===== config.mk =====
export PLATFORM = sky130hd
export DESIGN_NAME = fir_da_serial
export DESIGN_NICKNAME = d
export VERILOG_FILES = /design/src/rtl/fir_da_serial.sv
export SDC_FILE = /design/constraint.sdc
export NUM_CORES = 1
export LEC_CHECK = 0
export ABC_AREA = 1
export BUFFER_PORTS_ARGS = -buffer_cell sky130_fd_sc_hd__buf_2
export CAP_MARGIN = 20
export CORE_MARGIN = 3
export CORE_UTILIZATION = 45
export CTS_BUF_LIST = sky130_fd_sc_hd__clkbuf_4 sky130_fd_sc_hd__clkbuf_8
export CTS_CLUSTER_SIZE = 40
export DETAILED_ROUTE_END_ITERATION = 7
export PLACE_DENSITY = 0.63
export RECOVER_POWER = 50
export SLEW_MARGIN = 20
export SYNTH_ARGS = -nofsm -noshare
export SYNTH_HDL_FRONTEND = slang
export SYNTH_SLANG_ARGS = --single-unit

===== constraint.sdc =====
create_clock -name clk -period 10.1 [get_ports clk]
set_input_delay 2.02 -clock clk [delete_from_list [all_inputs] [get_ports clk]]
set_output_delay 2.02 -clock clk [all_outputs]
set_load 0.005 [all_outputs]

===== src/rtl/fir_da_serial.sv =====
// fir_da_serial: bit-serial distributed-arithmetic 4-tap FIR filter.
//
// Each accepted sample is pushed into a 4-deep history (x0 newest .. x3 oldest).
// Over the next 8 clocks, one bit-plane of that history per clock (LSB first)
// addresses a 16-entry table of coefficient sums. The looked-up sum is shifted
// by the plane index and added to the accumulator. The MSB plane is subtracted
// (two's complement weight). The result is exact and full precision.
//
// Optional feature macro: FIR_OVF_FLAG_EN
//   When defined, adds output 'ovf'. It flags results outside -1024..1023 and
//   is registered together with filter_out.
//
// Parameters:
//   W0..W3      signed 8-bit coefficients (W0 = newest tap)
// Ports:
//   clk         clock
//   rst         synchronous active-high reset
//   in_valid    xn is valid
//   in_ready    block can accept a sample (decoded from state only)
//   xn          signed 8-bit input sample
//   out_valid   one-cycle pulse, filter_out holds a new result
//   filter_out  signed 18-bit result
//   ovf         (FIR_OVF_FLAG_EN only) result exceeds 11-bit signed range
module fir_da_serial #(
  parameter logic signed [7:0] W0 = 8'sd1,
  parameter logic signed [7:0] W1 = 8'sd1,
  parameter logic signed [7:0] W2 = 8'sd1,
  parameter logic signed [7:0] W3 = 8'sd1
) (
  input  logic        clk,
  input  logic        rst,
  input  logic        in_valid,
  output logic        in_ready,
  input  logic [7:0]  xn,
  output logic        out_valid,
  output logic [17:0] filter_out
`ifdef FIR_OVF_FLAG_EN
  ,
  output logic        ovf
`endif
);

  typedef enum logic [0:0] {
    StIdle,
    StBusy
  } state_e;

  // Coefficients sign-extended to the table width. Four 8-bit terms fit in
  // 11 signed bits (|sum| <= 512).
  localparam logic [10:0] C0 = {{3{W0[7]}}, W0};
  localparam logic [10:0] C1 = {{3{W1[7]}}, W1};
  localparam logic [10:0] C2 = {{3{W2[7]}}, W2};
  localparam logic [10:0] C3 = {{3{W3[7]}}, W3};

  state_e      state_q, state_d;
  logic [7:0]  x0_q, x1_q, x2_q, x3_q;
  logic [7:0]  x0_d, x1_d, x2_d, x3_d;
  logic [17:0] acc_q, acc_d;
  logic [2:0]  cnt_q, cnt_d;
  logic        out_valid_q, out_valid_d;
  logic [17:0] filter_out_q, filter_out_d;

  logic [3:0]  addr;
  logic [10:0] da_term;
  logic [17:0] term_ext;
  logic [17:0] term_shift;
  logic [17:0] acc_sum;

  // Bit-plane k of the history, tap 3 in the MSB of the address.
  assign addr = {x3_q[cnt_q], x2_q[cnt_q], x1_q[cnt_q], x0_q[cnt_q]};

  // Constant coefficient-sum table; folds to a ROM at elaboration.
  always_comb begin
    da_term = '0;
    case (addr)
      4'h0: da_term = '0;
      4'h1: da_term = C0;
      4'h2: da_term = C1;
      4'h3: da_term = C0 + C1;
      4'h4: da_term = C2;
      4'h5: da_term = C0 + C2;
      4'h6: da_term = C1 + C2;
      4'h7: da_term = C0 + C1 + C2;
      4'h8: da_term = C3;
      4'h9: da_term = C0 + C3;
      4'hA: da_term = C1 + C3;
      4'hB: da_term = C0 + C1 + C3;
      4'hC: da_term = C2 + C3;
      4'hD: da_term = C0 + C2 + C3;
      4'hE: da_term = C1 + C2 + C3;
      4'hF: da_term = C0 + C1 + C2 + C3;
      default: da_term = '0;
    endcase
  end

  assign term_ext   = {{7{da_term[10]}}, da_term};
  assign term_shift = term_ext << cnt_q;
  // The MSB plane carries negative weight in two's complement.
  assign acc_sum    = (cnt_q == 3'd7) ? (acc_q - term_shift) : (acc_q + term_shift);

`ifdef FIR_OVF_FLAG_EN
  logic ovf_q, ovf_d;
  logic ovf_flag;
  // In range -1024..1023 iff bits 17..10 are all copies of the sign bit.
  assign ovf_flag = ~((&acc_sum[17:10]) | ~(|acc_sum[17:10]));
`endif

  always_comb begin
    state_d      = state_q;
    x0_d         = x0_q;
    x1_d         = x1_q;
    x2_d         = x2_q;
    x3_d         = x3_q;
    acc_d        = acc_q;
    cnt_d        = cnt_q;
    out_valid_d  = 1'b0;
    filter_out_d = filter_out_q;
`ifdef FIR_OVF_FLAG_EN
    ovf_d        = ovf_q;
`endif
    case (state_q)
      StIdle: begin
        if (in_valid) begin
          x3_d    = x2_q;
          x2_d    = x1_q;
          x1_d    = x0_q;
          x0_d    = xn;
          acc_d   = '0;
          cnt_d   = '0;
          state_d = StBusy;
        end
      end
      StBusy: begin
        acc_d = acc_sum;
        cnt_d = cnt_q + 3'd1;
        if (cnt_q == 3'd7) begin
          filter_out_d = acc_sum;
          out_valid_d  = 1'b1;
          state_d      = StIdle;
`ifdef FIR_OVF_FLAG_EN
          ovf_d        = ovf_flag;
`endif
        end
      end
      default: state_d = StIdle;
    endcase
  end

  always_ff @(posedge clk) begin
    if (rst) begin
      state_q      <= StIdle;
      x0_q         <= '0;
      x1_q         <= '0;
      x2_q         <= '0;
      x3_q         <= '0;
      acc_q        <= '0;
      cnt_q        <= '0;
      out_valid_q  <= 1'b0;
      filter_out_q <= '0;
`ifdef FIR_OVF_FLAG_EN
      ovf_q        <= 1'b0;
`endif
    end else begin
      state_q      <= state_d;
      x0_q         <= x0_d;
      x1_q         <= x1_d;
      x2_q         <= x2_d;
      x3_q         <= x3_d;
      acc_q        <= acc_d;
      cnt_q        <= cnt_d;
      out_valid_q  <= out_valid_d;
      filter_out_q <= filter_out_d;
`ifdef FIR_OVF_FLAG_EN
      ovf_q        <= ovf_d;
`endif
    end
  end

  assign in_ready   = (state_q == StIdle);
  assign out_valid  = out_valid_q;
  assign filter_out = filter_out_q;
`ifdef FIR_OVF_FLAG_EN
  assign ovf        = ovf_q;
`endif

endmodule


# ---- After elaboration in Yosys (flattened, before gate mapping)
# Memories as Yosys holds them, arrays and structs flattened.
# Index checks and enable logic that the tools add are counted.
dict set report classes {
  add_sub_neg 3
  magnitude_cmp 1
  n_eq_ne 2
  shifts 1
  muxes 17
  bitwise 1
  n_reduce_logical 3
}
# op n
set op_table {}
lappend op_table {{18-bit 2-to-1 mux} 2}
lappend op_table {{18-bit case mux with 2 select lines} 1}
lappend op_table {{18-bit adder} 1}
lappend op_table {{18-bit by 3-bit left shift with 18-bit output} 1}
lappend op_table {{18-bit subtractor} 1}
lappend op_table {{1-bit binary-select mux with 3-bit select} 4}
lappend op_table {{1-bit 2-to-1 mux} 7}
lappend op_table {{3-bit case mux with 2 select lines} 1}
lappend op_table {{3-bit by 4-bit less-than comparator with 1-bit output (second input constant)} 1}
lappend op_table {{2-bit AND reduction} 2}
lappend op_table {{3-bit by 1-bit adder with 3-bit output (second input constant)} 1}
lappend op_table {{3-bit == test (second input constant)} 1}
lappend op_table {{3-bit 2-to-1 mux} 1}
lappend op_table {{2-bit != test (second input constant)} 1}
lappend op_table {{1-bit case mux with 2 select lines} 1}
lappend op_table {{2-bit OR reduction} 1}
lappend op_table {{1-bit inverter} 1}
dict set report word_totals {
  ff_bits 73
  rom_bits 48
  input_bits 11
  output_inout_bits 20
  elab_cells 38
  n_memories 1
}
# name depth word_bits read_ports rd_clocked_by_memory_dff write_ports line_no
set mem_list {}
lappend mem_list {{(name not given)} 16 3 1 0 0 75} ;# case (addr)

# ---- Longest topological paths before layout
# An unclocked memory read counts as a cell.
dict set report logic_depth {
  ltp_word 7
  ltp_mapped 35
  mapped_depth_nobuf 33
}

# ---- Worst setup path after synthesis
# Ideal clock, no wire load.
dict set report synth_path {
  path_type {reg-to-reg}
  start {register cnt_q[0]}
  end {register acc_q[16]}
  setup_ns 0.132
  arrival_ns 4.625
  required_ns 9.968
  setup_slack_ns 5.343
  stages_incl_launch_ff 34
  path_buffers 2
  synth_period_minus_slack_ns 4.757
  path_cell_list {dfxtp_1 > buf_6 > clkbuf_1 > o21ai_0 > o22ai_1 > inv_1 > o21ai_0 > inv_1 > ha_1 > inv_1 > nand3_1 > nand3_2 > nand3_1 > nand4_1 > ha_1 > nand3_1 > nand3b_1 > nand2_1 > xor2_1 > inv_1 > ha_1 > nand2_1 > nor3_1 > nand2_1 > o211ai_1 > a31oi_1 > o21ai_0 > a31oi_1 > nor2_1 > o21ai_0 > nand2_1 > nand2_1 > nand3_1 > a21oi_1}
}
dict set report synth_between {
  elab_chain_cells 7
  elab_cells_between_ends 15
  classes_between {add/sub: 2; eq/ne: 1; shift: 1; mux: 10; memory: 1}
}
# element line_no
set synth_rtl {}
lappend synth_rtl {{from (decl)} 59} ;# logic [2:0] cnt_q, cnt_d;
lappend synth_rtl {{from (signal assigned)} 170} ;# cnt_q <= cnt_d;
lappend synth_rtl {{1-bit binary-select mux with 3-bit select} 70} ;# assign addr = {x3_q[cnt_q], x2_q[cnt_q], x1_q[cnt_q], x0_q[cnt_q]};
lappend synth_rtl {{1-bit 2-to-1 mux (implied by the code)} 70}
lappend synth_rtl {{memory 16 x 3 bit} -}
lappend synth_rtl {{18-bit by 3-bit left shift with 18-bit output} 97} ;# assign term_shift = term_ext << cnt_q;
lappend synth_rtl {{18-bit adder / 18-bit subtractor (equally long branches)} 99} ;# assign acc_sum = (cnt_q == 3'd7) ? (acc_q - term_shift) : (acc_q + term_shift);
lappend synth_rtl {{18-bit 2-to-1 mux *} 99}
lappend synth_rtl {{18-bit case mux with 2 select lines *} 121} ;# case (state_q)
lappend synth_rtl {{to (signal assigned)} 156} ;# acc_q <= '0;
lappend synth_rtl {{to (signal assigned)} 169} ;# acc_q <= acc_d;
lappend synth_rtl {{to (decl)} 58} ;# logic [17:0] acc_q, acc_d;
# Every way passes the cells marked *; elsewhere a longest branch is shown, timed or not. The select of a mux whose other input is x is not followed.
# A chain may end at the register's enable or synchronous reset.

# ---- Worst setup path after layout
# Ends and elaborated chain as after synthesis.

==> summary.txt <==
Status: finished clean
R2R depth: 32
Flops & latches, synth: 73
Quantity of hold-fixing buffers added after cts: 0
Total congestion overflow: 0
Fraction of the mapped netlist area in compound gates: 16.6%
Row count: 34
Final Hold Viols: 0
I/O Buffers: 30
Worst vdd rail ir drop: 0.000102 V
Kind of critical path: flop to flop
GRT Total Usage: 21.7%
Reg-to-reg startpoint: cnt_q[0]
Clock transition at the register clock pins on the worst setup and hold paths after CTS: 80 ps
CTS HTree Levels: 3
Main combinational cell family by area after synthesis: simple AND/OR/NAND/NOR gates
CTS tree: done
CP startpoint: cnt_q[0]
DR vias: 3,934
Setup slack of the most critical reg-to-reg path: 4300 ps
Placed wire-length estimate: 7550 um
Crit path max-delay cell type: sky130_fd_sc_hd__dfxtp_1
Post-synth top flop: sky130_fd_sc_hd__dfxtp_1
Number of warnings reported in the yosys synthesis log: 0
Async set-or-reset flop fraction in the synthesized netlist: 0%
Final core area utilization: 51.9%
Unique masters post-synth: 39
Path class of the lowest-slack min-delay path: flop to flop
Worst setup EP type: flop
Antenna diode instance count: 0
CP required: 10,270 ps
Number of buffers added by the clock tree synthesis step: 9
Setup repair after global routing missed its margin: no
Xor-xnor portion of the synthesized cell area: 3.89%
Post-Synth Simple-Gate Area: 30.4%
Highest Clock Rate: 0.172 GHz
Number of standard cells after synthesis: 605
Vias/cell: 5.24
Maximum fanout count along the critical path: 24
End point of the most critical hold path: filter_out[6]
Number of endpoints failing setup at the final stage: 0
Net Count, Synth: 640
Relative slew margins: 3.40%
Setup skew after layout: 11.6 ps
Largest net degree at the start of global routing: 45
Post-route DRC violation count: 0
Power, Total: 0.986 mW
Sequential share of the synthesized area: 34.2%
Total power divided by cell area: 211 mW/mm^2
Number of buffers added for setup after CTS: 0
Number of max-cap violations: 0
Count of pins on the block boundary: 31
Root buffer cell: sky130_fd_sc_hd__clkbuf_8
Cell leakage power: 2.09 nW
Drt first pass iters: 6
Worst setup SP type: flop
X dimension of the die: 103 um
Full die area: 0.0107 mm^2
Remaining antenna violation count: 0
Number of gates resized after CTS: 0
Final net count: 655
Fraction of layout instances using a drive strength above 1: 12.3%
Number of max-slew violations in the final report: 0
Starting DRT DRC Count: 284
Average cell area after synthesis: 7.06 um^2
Mux cell area share after synthesis: 0%
Hold Startpoint: filter_out[6]
Starting Density: 47.6%
Slowest Stage Delay on Critical Path: 860 ps
Antenna violations before repair: 0
Total standard cell area after synthesis: 0.00427 mm^2
Transition time at the pin with the least slew margin: 1450 ps
Total negative setup slack: 0 ps
Clock Sinks: 73
Adder-cell share of the synthesized area: 7.20%
Area growth from synthesis to layout: 9.11%
Min cycle time layout: 5800 ps
Via count of the first global-routing pass: 3,669
Max Buffers Root-to-Sink: 2
Signal arrival time at the worst endpoint: 5980 ps
Reg2Reg Capture Point: acc_q[16]
Placeable Area: 0.00898 mm^2
Library cell appearing most often on the critical path: sky130_fd_sc_hd__nand2_1
Total length of routed wires: 10,700 um
Final routed wire length divided by cell count: 14.3 um
RD Place Congestion: 0.938
Die span in y: 103 um
EDFF count, synth: 0
Global-route wire length before repair: 18,400 um
Worst Hold Path Cells: 2
Final critical-path share of the clock period: 57.4%
Latest clock arrival within the worst-skew pair: 360 ps
worst max-delay path: cells and delay by family (launching register included):
kind	cells	cell delay [ps]
buffers and inverters	4	630
adders and majority gates	3	810
xor gates and xnor gates	1	160
DFF	1	860
and+or+nand+nor	15	1660
AOI/OAI and AO/OA	9	1510
synth_stat cells (all sizes together), types with 2 or more instances:
| cell type | count | share of area (%) |
|---|---|---|
| nand3b | 2 | 0.35 |
| nor3 | 4 | 0.59 |
| o21ai | 60 | 7.2 |
| buf | 9 | 1.3 |
| nor2 | 60 | 5.7 |
| a21oi | 63 | 7.5 |
| o211ai | 2 | 0.35 |
| nand2 | 129 | 12 |
| nand3 | 65 | 9.7 |
| a31oi | 3 | 0.44 |
| or2 | 6 | 0.88 |
| dfxtp | 73 | 34 |
| clkbuf | 21 | 1.8 |
| ha | 23 | 6.7 |
| inv | 51 | 4.5 |
| xnor2 | 5 | 1.0 |
| o22ai | 4 | 0.59 |
| xor2 | 14 | 2.9 |
| nand4 | 6 | 0.88 |
cell families (layout without fill, tap and decap cells):
kind of cell    after synthesis  after routing
flops                        73             73
xor+xnor                     19             19
buf+inv                      81            101
fa+ha+maj                    24             24
compound gates              135            135
simple gates                273            273
cells in the final DEF, fill, tap and decap left out, drive strengths merged, types with 6 or more instances in the layout:
cell	instances
o21ai	60
ha	23
a21oi	63
xor2	14
nand4	6
or2	6
nor2	60
nand2	129
dfxtp	73
clkbuf	26
inv	54
nand3	65
buf	18
worst max-delay path by stage:
stage | to | slack, ps
floorplan | acc_q[16] | 5340
global route | acc_q[16] | 3540
finish | acc_q[16] | 4300
global placement | acc_q[16] | 4630
detailed placement | acc_q[16] | 4460
CTS | acc_q[16] | 4380
sequential cells by signal, summed over array words and instances, names as in the netlist:
register,count
x2_q,8
out_valid,1
x3_q,8
acc_q,18
state_q,1
cnt_q,3
x1_q,8
x0_q,8
filter_out,18
layer usage:
| metal | vias up | global-route usage, % | part of all wire [%] |
|---|---|---|---|
| met5 | - | 0 | 0 |
| li1 | 2037 | - | - |
| met1 | 1790 | 32.8 | 51 |
| met3 | 11 | 3.55 | 5.5 |
| met4 | 0 | 5.08 | 1.3 |
| met2 | 96 | 32.3 | 42 |
power by group:
part           switching [mW]  internal (mW)  total (mW)
logic                   0.261          0.142       0.404
registers              0.0197          0.314       0.334
clock network           0.124          0.124       0.249
stage by stage:
stage	hold slack, ps	worst slack, ps	instances	instance area (um^2)
2_1_floorplan	444	5340	605	4270
3_3_place_gp	450	4630	735	4470
3_5_place_dp	455	4460	735	4470
4_1_cts	467	4380	751	4680
5_1_grt	487	3540	751	4660
6_report	466	4300	751	4660
layout make-up:
| type | count | area [um^2] |
|---|---|---|
| Inverter | 51 | 194 |
| Timing Repair Buffer | 34 | 158 |
| Clock buffer | 10 | 138 |
| Clock inverter | 6 | 72.6 |
| Multi-Input combinational cell | 451 | 2480 |
| Fill cell | 885 | 4310 |
| Tap cell | 126 | 158 |
| Sequential cell | 73 | 1460 |
No activity file was read; power rests on OpenSTA's default activity.
